## src/rtl/fifo_pkg.sv

```systemverilog
// rtl/fifo_pkg.sv - shared constants and helpers for the parametrised FIFO
package fifo_pkg;

  localparam int FIFO_DATA_W_DEFAULT = 16;
  localparam int FIFO_DEPTH_DEFAULT  = 16;

  // Read-mode encodings for the FWFT parameter
  localparam int FIFO_STD  = 0;
  localparam int FIFO_FWFT = 1;

  // Ceiling log2, usable in parameter defaults
  function automatic int clog2(input int value);
    int r;
    r = 0;
    while ((1 << r) < value) r++;
    return r;
  endfunction

endpackage

```

## src/rtl/fifo_ram.sv

```systemverilog
// rtl/fifo_ram.sv - DEPTH x DATA_W flop array, sync write, async read
module fifo_ram #(
  parameter int DATA_W = 16,
  parameter int DEPTH  = 16,
  parameter int ADDR_W = 4
) (
  input  logic              clk,
  input  logic              we,
  input  logic [ADDR_W-1:0] waddr,
  input  logic [DATA_W-1:0] wdata,
  input  logic [ADDR_W-1:0] raddr,
  output logic [DATA_W-1:0] rdata
);

  logic [DATA_W-1:0] mem [DEPTH];

  // Storage is never reset; contents only matter once the pointers say so
  always_ff @(posedge clk) begin
    if (we) mem[waddr] <= wdata;
  end

  assign rdata = mem[raddr];

endmodule

```

## src/rtl/sync_fifo_param.sv

```systemverilog
// rtl/sync_fifo_param.sv - single-clock FIFO with optional FWFT read, level and threshold flags
module sync_fifo_param
  import fifo_pkg::*;
#(
  parameter int DATA_W    = FIFO_DATA_W_DEFAULT,
  parameter int DEPTH     = FIFO_DEPTH_DEFAULT,
  parameter int ADDR_W    = clog2(DEPTH),
  parameter int AF_THRESH = DEPTH - 2,
  parameter int AE_THRESH = 2,
  parameter int FWFT      = FIFO_STD
) (
  input  logic              clk,
  input  logic              rst,
  input  logic              fifo_flush,
  input  logic              fifo_wr_en,
  input  logic [DATA_W-1:0] fifo_wr_data,
  output logic              fifo_full,
  output logic              fifo_almost_full,
  output logic              fifo_wr_err,
  input  logic              fifo_rd_en,
  output logic [DATA_W-1:0] fifo_rd_data,
  output logic              fifo_rd_valid,
  output logic              fifo_rd_err,
  output logic              fifo_empty,
  output logic              fifo_almost_empty,
  output logic [ADDR_W:0]   fifo_level
);

  localparam logic [ADDR_W:0] PTR_ONE  = (ADDR_W+1)'(1);
  localparam logic [ADDR_W:0] FULL_LVL = (ADDR_W+1)'(DEPTH);
  localparam logic [ADDR_W:0] AF_LVL   = (ADDR_W+1)'(AF_THRESH);
  localparam logic [ADDR_W:0] AE_LVL   = (ADDR_W+1)'(AE_THRESH);

  logic [ADDR_W:0]   wr_ptr;
  logic [ADDR_W:0]   rd_ptr;
  logic              wr_err_q;
  logic              rd_err_q;
  logic              req_ok;
  logic              wr_acc;
  logic              rd_acc;
  logic [DATA_W-1:0] ram_rdata;

  // Occupancy and flags come only from the registered pointers; the wrap
  // bit makes the modular difference distinguish full from empty
  assign fifo_level        = wr_ptr - rd_ptr;
  assign fifo_empty        = (fifo_level == '0);
  assign fifo_full         = (fifo_level == FULL_LVL);
  assign fifo_almost_full  = (fifo_level >= AF_LVL);
  assign fifo_almost_empty = (fifo_level <= AE_LVL);
  assign fifo_wr_err       = wr_err_q;
  assign fifo_rd_err       = rd_err_q;

  // Requests are ignored outright (no error) during reset or flush. A read
  // frees a slot in the same edge, so a full FIFO may still take a write
  // alongside an accepted read.
  assign req_ok = ~rst & ~fifo_flush;
  assign rd_acc = req_ok & fifo_rd_en & ~fifo_empty;
  assign wr_acc = req_ok & fifo_wr_en & (~fifo_full | rd_acc);

  fifo_ram #(
    .DATA_W (DATA_W),
    .DEPTH  (DEPTH),
    .ADDR_W (ADDR_W)
  ) u_ram (
    .clk   (clk),
    .we    (wr_acc),
    .waddr (wr_ptr[ADDR_W-1:0]),
    .wdata (fifo_wr_data),
    .raddr (rd_ptr[ADDR_W-1:0]),
    .rdata (ram_rdata)
  );

  // Pointer advance and one-cycle error pulses for rejected requests
  always_ff @(posedge clk) begin
    if (rst || fifo_flush) begin
      wr_ptr   <= '0;
      rd_ptr   <= '0;
      wr_err_q <= 1'b0;
      rd_err_q <= 1'b0;
    end else begin
      if (wr_acc) wr_ptr <= wr_ptr + PTR_ONE;
      if (rd_acc) rd_ptr <= rd_ptr + PTR_ONE;
      wr_err_q <= fifo_wr_en & ~wr_acc;
      rd_err_q <= fifo_rd_en & ~rd_acc;
    end
  end

  generate
    if (FWFT == FIFO_FWFT) begin : g_fwft
      // Head word is presented directly; valid whenever something is stored
      assign fifo_rd_data  = ram_rdata;
      assign fifo_rd_valid = ~fifo_empty;
    end else begin : g_std
      logic [DATA_W-1:0] rd_data_q;
      logic              rd_valid_q;

      // Registered read: data lands one cycle after the pop and then holds;
      // flush leaves the data register alone
      always_ff @(posedge clk) begin
        if (rst) begin
          rd_data_q  <= '0;
          rd_valid_q <= 1'b0;
        end else if (fifo_flush) begin
          rd_valid_q <= 1'b0;
        end else begin
          rd_valid_q <= rd_acc;
          if (rd_acc) rd_data_q <= ram_rdata;
        end
      end

      assign fifo_rd_data  = rd_data_q;
      assign fifo_rd_valid = rd_valid_q;
    end
  endgenerate

endmodule

```

## config.mk

```make
export PLATFORM = sky130hd
export DESIGN_NAME = sync_fifo_param
export DESIGN_NICKNAME = d
export VERILOG_FILES = /design/src/rtl/fifo_pkg.sv /design/src/rtl/fifo_ram.sv /design/src/rtl/sync_fifo_param.sv
export SDC_FILE = /design/constraint.sdc
export NUM_CORES = 1
export LEC_CHECK = 0
export BUFFER_PORTS_ARGS = -buffer_cell sky130_fd_sc_hd__buf_2
export CORE_ASPECT_RATIO = 0.6
export CORE_UTILIZATION = 25
export DETAILED_ROUTE_END_ITERATION = 8
export GPL_ROUTABILITY_DRIVEN = 0
export PLACE_DENSITY = 0.44
export SLEW_MARGIN = 20
export SYNTH_ARGS = -nofsm -noshare
export SYNTH_HDL_FRONTEND = slang
export SYNTH_SLANG_ARGS = --single-unit
```

## constraint.sdc

```tcl
create_clock -name clk -period 6.1 [get_ports clk]
set_clock_uncertainty 0.15 [all_clocks]
set_input_delay 1.22 -clock clk [delete_from_list [all_inputs] [get_ports clk]]
set_output_delay 1.22 -clock clk [all_outputs]
set_load 0.03 [all_outputs]
```

; After elaboration in Yosys (flattened, before gate mapping)
; Memory sizes are Yosys's and may differ from the RTL's. A register that Yosys moved wholly into a read port is not among the register bits.
; Index checks and enable logic that the tools add are counted.
[totals]
reg_bits = 13
n_memories = 1
wordCells = 32
ramBits = 256
[mem_list]
columns = name, depth, word_bits, read_ports, rd_ports_with_merged_regs, wr, line_no
row1 = u_ram.mem, 16, 16, 1, 1, 1, fifo_ram.sv:15  ; logic [DATA_W-1:0] mem [DEPTH];
[op_classes]
reduce_logical = 4
n_bitwise = 14
n_lt_le_gt_ge = 2
eq_ne = 1
n_mux = 2
n_addsub = 3
[ops]
columns = operator, n
row1 = "5-bit by 1-bit adder with 5-bit output, second input constant", 2
row2 = 1-bit bitwise AND, 7
row3 = 1-bit inverter, 6
row4 = "5-bit equality test, second input constant", 1
row5 = "5-bit by 4-bit greater-or-equal comparator with 1-bit output, second input constant", 1
row6 = "5-bit by 2-bit <= comparator with 1-bit output, second input constant", 1
row7 = 5-bit logical NOT, 1
row8 = 5-bit subtractor, 1
row9 = 1-bit 2-to-1 mux, 2
row10 = 2-bit AND reduction, 1
row11 = 2-bit OR reduction, 1
row12 = 1-bit logical OR, 1
row13 = 1-bit bitwise OR, 1

; Depth between registers and ports, before layout
; Gate-level depths: netlist (run 1).
[depth]
depth_word = 8
ltp_mapped = 12
mapped_depth_nobuf = 10

; Modules after synthesis
; Synthesis (run 1) repeated with hierarchy kept, for this count alone.
[unflattened]
cells_unflattened = 554
area_unflattened_um2 = 11094.4
[by_module_without_submodules]
columns = module, instances, area_per_inst_um2, cells_per_inst
row1 = fifo_ram, 1, 9723.1, 416
row2 = sync_fifo_param, 1, 1371.3, 138

; Worst setup path before layout (run 1)
; No wires, ideal clock.
[synth_timing]
path_kind = register to output
start = register rd_ptr[1]
end = output port fifo_almost_empty
required_time_ns = 4.730
stages_incl_launch_ff = 9
arrival_time_ns = 3.377
setup_slack_ns = 1.353
n_path_buf = 2
cell_sequence = dfxtp_1 > buf_2 > buf_1 > inv_1 > ha_1 > nand3b_1 > nand2_1 > xor2_2 > a2111oi_0
[synth_via]
elab_chain_cells = 2
[synth_lines]
columns = item, line_no
row1 = start: declaration, sync_fifo_param.sv:35  ; logic [ADDR_W:0] rd_ptr;
row2 = start signal: assignment, sync_fifo_param.sv:82  ; if (rd_acc) rd_ptr <= rd_ptr + PTR_ONE;
row3 = 5-bit subtractor, sync_fifo_param.sv:45  ; assign fifo_level = wr_ptr - rd_ptr;
row4 = net fifo_level[3], sync_fifo_param.sv:26  ; output logic [ADDR_W:0] fifo_level
row5 = 5-bit by 2-bit <= comparator with 1-bit output, sync_fifo_param.sv:49  ; assign fifo_almost_empty = (fifo_level <= AE_LVL);
row6 = end: declaration, sync_fifo_param.sv:25  ; output logic fifo_almost_empty,
; The timed path passes the listed nets, and every way through them passes these cells.

; Final worst setup path (run 1)
[layout_timing]
start = register rd_ptr[1]
end = output port fifo_almost_empty
[layout_via]
elab_chain_cells = 2
[layout_lines]
columns = item, line_no
row1 = 5-bit subtractor, sync_fifo_param.sv:45
row2 = 5-bit by 2-bit <= comparator with 1-bit output, sync_fifo_param.sv:49
; No other way between the ends.

==> results_dict.tcl, run 1 <==
set metrics [dict create \
    synth_compound_area_frac 0.0430 \
    startpoint_type "flip-flop" \
    syn_inst 579 \
    maxCapViolCount 0 \
    grt_pass1_wl_um 40700 \
    fin_util 0.297 \
    grt-ovfl-total 0 \
    finalSetupViolations 0 \
    cp_data_arrival_time_ps 3280 \
    share_seq_of_total_power 0.541 \
    postCtsSetupBuffers 0 \
    finalPower_w 0.00394 \
    synth_xor_area_frac 0.00613 \
    synth_edf_count 256 \
    p_per_area_nw_per_um2 306 \
    clk_pin_slew_worst_paths_ps 70 \
    synth_cell_types 40 \
    drive_gt1_frac 0.284 \
    fp.coreArea_um2 43400 \
    yosysWarnings 0 \
    synth_top_family_by_area "multiplexers" \
    synthSimpleGateAreaFrac 0.0409 \
    max_freq_ghz 0.215 \
    ant_nets 0 \
    relSlewSlack 0.291 \
    cp-end-kind "primary output" \
    synth_top_area_cell "edfxtp_1" \
    power.share.switching 0.206 \
    antenna_found_initial 2 \
    wl_per_cell_um 22.5 \
    grt.total_usage 0.127 \
    dieArea_um2 45000 \
    drv_slew 0 \
    status "complete, no violations" \
    clock_power_share 0.434 \
    area_delta_synth_final_pct 16.8 \
    drc 0 \
    p_int_w 0.00313 \
    holdWs_ps 304 \
    cts_htree_levels 1 \
    routed_wl_um 28000 \
    rsz0062_at_grt "false" \
    io_pins 49 \
    fin_crit_sh 0.763 \
    via_per_inst 4.59 \
    synth_seq_cells 285 \
    cts_buffers 27 \
    syn_avg_cell_area_um2 19.0 \
    async_flop_share 0 \
    syn_area_um2 11000 \
    cts_resized 0 \
    yosysTopAreaCellShare 0.697 \
    worstPathRequired_ps 4730 \
    min_path_type "flip-flop to flip-flop" \
    clk_latency_ps 540 \
    die_h_um 165 \
    cts-root-buf "clkbuf_16" \
    synth_nets 610 \
    cts_max_path_buffers 3 \
    cts_tree "yes" \
    crit_type "flip-flop to primary output" \
    synth_mux_area_frac 0.132 \
    num_rows 59 \
    drt_iter0_drc 378 \
    switching_power_w 0.000813 \
    vdd_drop_max_mv 0.203 \
    synthTopCellsByArea "edfxtp_1, mux4_2, dfxtp_1" \
    p_leak_nw 4.04 \
    hold_violations 0 \
    die_width_um 273 \
    dr.pass1.iters 5 \
    ys_seq_area_frac 0.750 \
    path_max_fanout 68 \
    synthAdderAreaFrac 0.0120 \
    grt_max_degree 69 \
    combPwrFrac 0.025 \
    grt_pass1_vias 5757 \
    ctsHoldBuffers 0 \
    num_antenna_cells 0 \
    setup-tns-final_ps 0 \
    tightest_slew_ps 1060 \
    io_buffers 48 \
    clkSinkCount 285 \
    period_minus_slack_ps 4650 \
    nNetsFinal 672 \
    hpwl_um 18000 \
    start_util 0.254 \
    synth_ff_type "edfxtp_1" \
    via_count 5691 \
]
worst paths after layout:
| kind | from | endpoint | slack, ps | depth (start not counted) |
|---|---|---|---|---|
| hold / removal | fifo_rd_data[3]$_SDFFE_PP0P_ | fifo_rd_data[3]$_SDFFE_PP0P_ | 300 | 2 |
| setup reg to reg | rd_ptr[0]$_SDFFE_PP0P_ | u_ram.mem[8][15]$_DFFE_PP_ | 1790 | 8 |
| setup / recovery | rd_ptr[1]$_SDFFE_PP0P_ | fifo_almost_empty | 1450 | 8 |
| hold reg to reg | fifo_rd_data[3]$_SDFFE_PP0P_ | fifo_rd_data[3]$_SDFFE_PP0P_ | 300 | 2 |
stage by stage:
step	cell area [um^2]	worst slack [ps]	instances
2_1_floorplan	11000	1350	579
3_3_place_gp	12000	1880	1191
3_5_place_dp	12000	1740	1191
4_1_cts	12900	1390	1241
5_1_grt	12900	1200	1241
6_report	12900	1450	1241
routing by layer:
| metal | track usage | wire length (um) | vias to the layer above |
|---|---|---|---|
| li1 | - | - | 2458 |
| met1 | 0.193 | 13700 | 3031 |
| met2 | 0.190 | 12400 | 170 |
| met3 | 0.0241 | 1510 | 32 |
| met4 | 0.0213 | 408 | 0 |
| met5 | 0 | 0 | - |
cells in the final DEF, fill, tap and decap left out, types with 6 or more instances in the layout:
master     Yosys  routed
buf_4          0      11
buf_2          8      48
dfxtp_1       29      27
edfxtp_1     256     256
clkinv_1       0      11
o21ai_0        6       6
inv_1         12      12
a21oi_1       21      21
nand2_1       60      60
mux4_2        64      64
nor2_1        20       9
clkbuf_16      0      27
nor2_2         1      12
a22oi_1       32      32
ha_1           9       9
worst max-delay path, stage by stage (launching register included):
cell	delay, ps
dfxtp_2	350
buf_4	810
inv_1	110
ha_1	240
a21oi_1	210
nand2_1	150
xor2_2	220
a2111oi_0	370
buf_2	260
sequential cells by signal, summed over array words and instances (netlist names):
register	cells
rd_ptr	5
fifo_rd_valid	1
u_ram.mem	256
fifo_rd_err	1
fifo_wr_err	1
wr_ptr	5
fifo_rd_data	16
synth_stat cells, types with 2 or more instances:
master / count
a21oi_1: 21
a22oi_1: 32
a31o_2: 2
buf_1: 2
buf_2: 8
buf_6: 3
clkbuf_1: 13
dfxtp_1: 29
edfxtp_1: 256
ha_1: 9
inv_1: 12
mux4_2: 64
nand2_1: 60
nand2b_1: 3
nand3_1: 5
nor2_1: 20
nor3_1: 5
o21ai_0: 6
o31ai_1: 2
or3_1: 5
xnor2_1: 3
kinds of logic (layout without fill, tap and decap cells):
logic type | after synthesis | count (layout)
AOI/OAI and AO/OA | 69 | 69
and+or+nand+nor | 105 | 105
buffers and inverters | 39 | 122
DFF | 285 | 285
adders and majority gates | 10 | 10
xor gates and xnor gates | 6 | 6
muxes | 65 | 65
power groups by stage:
stage	combinational [W]	clock, W	sequential (W)
floorplan	0.0000378	0	0.00218
global placement	0.0000992	0	0.00218
detailed placement	0.000102	0	0.00218
CTS	0.000102	0.00175	0.00213
global route	0.000108	0.00183	0.00213
finish	0.0000989	0.00171	0.00213
cell type report:
| class | count | area, um^2 |
|---|---|---|
| inverter | 13 | 48.8 |
| timing repair buffer | 59 | 323 |
| multi-input combinational | 255 | 2620 |
| sequential | 285 | 8270 |
| tap | 579 | 724 |
| clock buffer | 28 | 679 |
| fill | 4269 | 30500 |
| clock inverter | 22 | 204 |
Power figures use the tool's default switching activity.
==> run 2, diff against run 1 <==
- clock period: 6.1 -> 4.55 ns (I/O delays scaled with it)
==> run 2 against run 1 <==
Hold slack improved by 4.9 ps. Non-clock buffer count up 13. Utilization grew 0.29 points. Critical path depth did not move. Via count rose by 0.49%. Register-to-register slack worse by 1000 ps. Power is 34% higher. Sequential power rose by 34%. First-iteration DRC count is 60% higher.
==> results_dict.tcl, run 2 (same netlist as run 1, synthesis figures left out) <==
set metrics [dict create \
    startpoint_type "flip-flop" \
    start_util 0.254 \
    antenna_found_initial 0 \
    grt.total_usage 0.125 \
    placed_cell_area_um2 12100 \
    area_delta_synth_final_pct 17.9 \
    dieArea_um2 45000 \
    maxCapViolCount 0 \
    postCtsSetupBuffers 0 \
    holdWs_ps 309 \
    cp_data_arrival_time_ps 3030 \
    multiInputGateArea_um2 2620 \
    drive_gt1_frac 0.303 \
    cts_max_path_buffers 3 \
    hpwl_um 18100 \
    path_max_fanout 5 \
    clk_pin_slew_worst_paths_ps 60 \
    crit_type "flip-flop to primary output" \
    nNetsFinal 686 \
    drv_slew 0 \
    grt_max_degree 51 \
    tightest_slew_ps 867 \
    fin_crit_sh 0.900 \
    dr.pass1.iters 5 \
    seq_area_um2 8270 \
    cts_tree "yes" \
    p_leak_nw 4.13 \
    hold_violations 0 \
    cts_buffers 28 \
    finalSetupViolations 0 \
    grt-ovfl-total 0 \
    grt_pass1_wl_um 40500 \
    n_fill_cell 4250 \
    num_rows 59 \
    status "complete, no violations" \
    cp-end-kind "primary output" \
    vdd_drop_max_mv 0.257 \
    largest_register_ff_count 256 \
    die_h_um 165 \
    period_minus_slack_ps 4090 \
    io_buffers 48 \
    max_freq_ghz 0.244 \
    routed_wl_um 27600 \
    wl_per_cell_um 21.9 \
    clkSinkCount 285 \
    placed_cells 1204 \
    setup-tns-final_ps 0 \
    drc 0 \
    via_per_inst 4.55 \
    postLayoutCellArea_um2 13000 \
    final_common_cell "edfxtp_1" \
    grt_pass1_vias 5948 \
    reg2reg_slack_ps 750 \
    drt_iter0_drc 606 \
    via_count 5719 \
    worstPathRequired_ps 3490 \
    fp.coreArea_um2 43400 \
    die_width_um 273 \
    cts_resized 0 \
    relSlewSlack 0.421 \
    largest-register "u_ram.mem" \
    rsz0062_at_grt "false" \
    p_per_area_nw_per_um2 406 \
    instances_no_fill 1256 \
    layout_common_cells "edfxtp_1, mux4_2, nand2_1" \
    clk_latency_ps 550 \
    ant_nets 0 \
    cts_htree_levels 1 \
    fin_util 0.300 \
    cts-root-buf "clkbuf_16" \
    min_path_type "flip-flop to flip-flop" \
    io_pins 49 \
    ctsHoldBuffers 0 \
]
-- run 2: area by class of cell --
class | count | area share
Sequential cell | 285 | 0.636
Tap cell | 579 | 0.0557
Inverter | 13 | 0.00375
Clock buffer | 39 | 0.0610
Timing Repair Buffer | 72 | 0.0326
Multi-Input combinational cell | 255 | 0.202
Antenna cell | 1 | 0.000192
Clock inverter | 12 | 0.00857
-- run 2: layer usage --
metal	share of wire	global-route usage	wire (um)
met1	0.49	0.185	13600
met5	0	0	0
met4	0.014	0.0246	385
met2	0.44	0.187	12200
met3	0.052	0.0252	1430
-- run 2: path summary, 6_finish.rpt --
| check | cells after the start | endpoint | startpoint |
|---|---|---|---|
| min reg2reg | 2 | fifo_rd_data[3]$_SDFFE_PP0P_ | fifo_rd_data[3]$_SDFFE_PP0P_ |
| min | 2 | fifo_rd_data[3]$_SDFFE_PP0P_ | fifo_rd_data[3]$_SDFFE_PP0P_ |
| max | 8 | fifo_full | wr_ptr[0]$_SDFFE_PP0P_ |
| max reg2reg | 10 | u_ram.mem[8][2]$_DFFE_PP_ | wr_ptr[0]$_SDFFE_PP0P_ |
-- run 2: stage by stage --
stage	total power (W)	worst slack, ps
2_1_floorplan	0.00297	113
3_3_place_gp	0.00304	907
3_5_place_dp	0.00305	771
4_1_cts	0.00536	417
5_1_grt	0.00548	266
6_report	0.00528	455
-- run 2: critical path, cell delays in order, from the launching register on --
cell and delay, ps:
dfxtp_1 390, inv_1 130, ha_1 230, fa_1 510
inv_1 90, or3_1 370, o31ai_1 360, and2_1 210
buf_2 200
-- run 2: report_power, final --
| group | internal, W | total (W) | switching [W] |
|---|---|---|---|
| Combinational | 0.0000325 | 0.000126 | 0.0000935 |
| Sequential | 0.00286 | 0.00286 | 0.00000374 |
| Clock | 0.00133 | 0.00230 | 0.000968 |
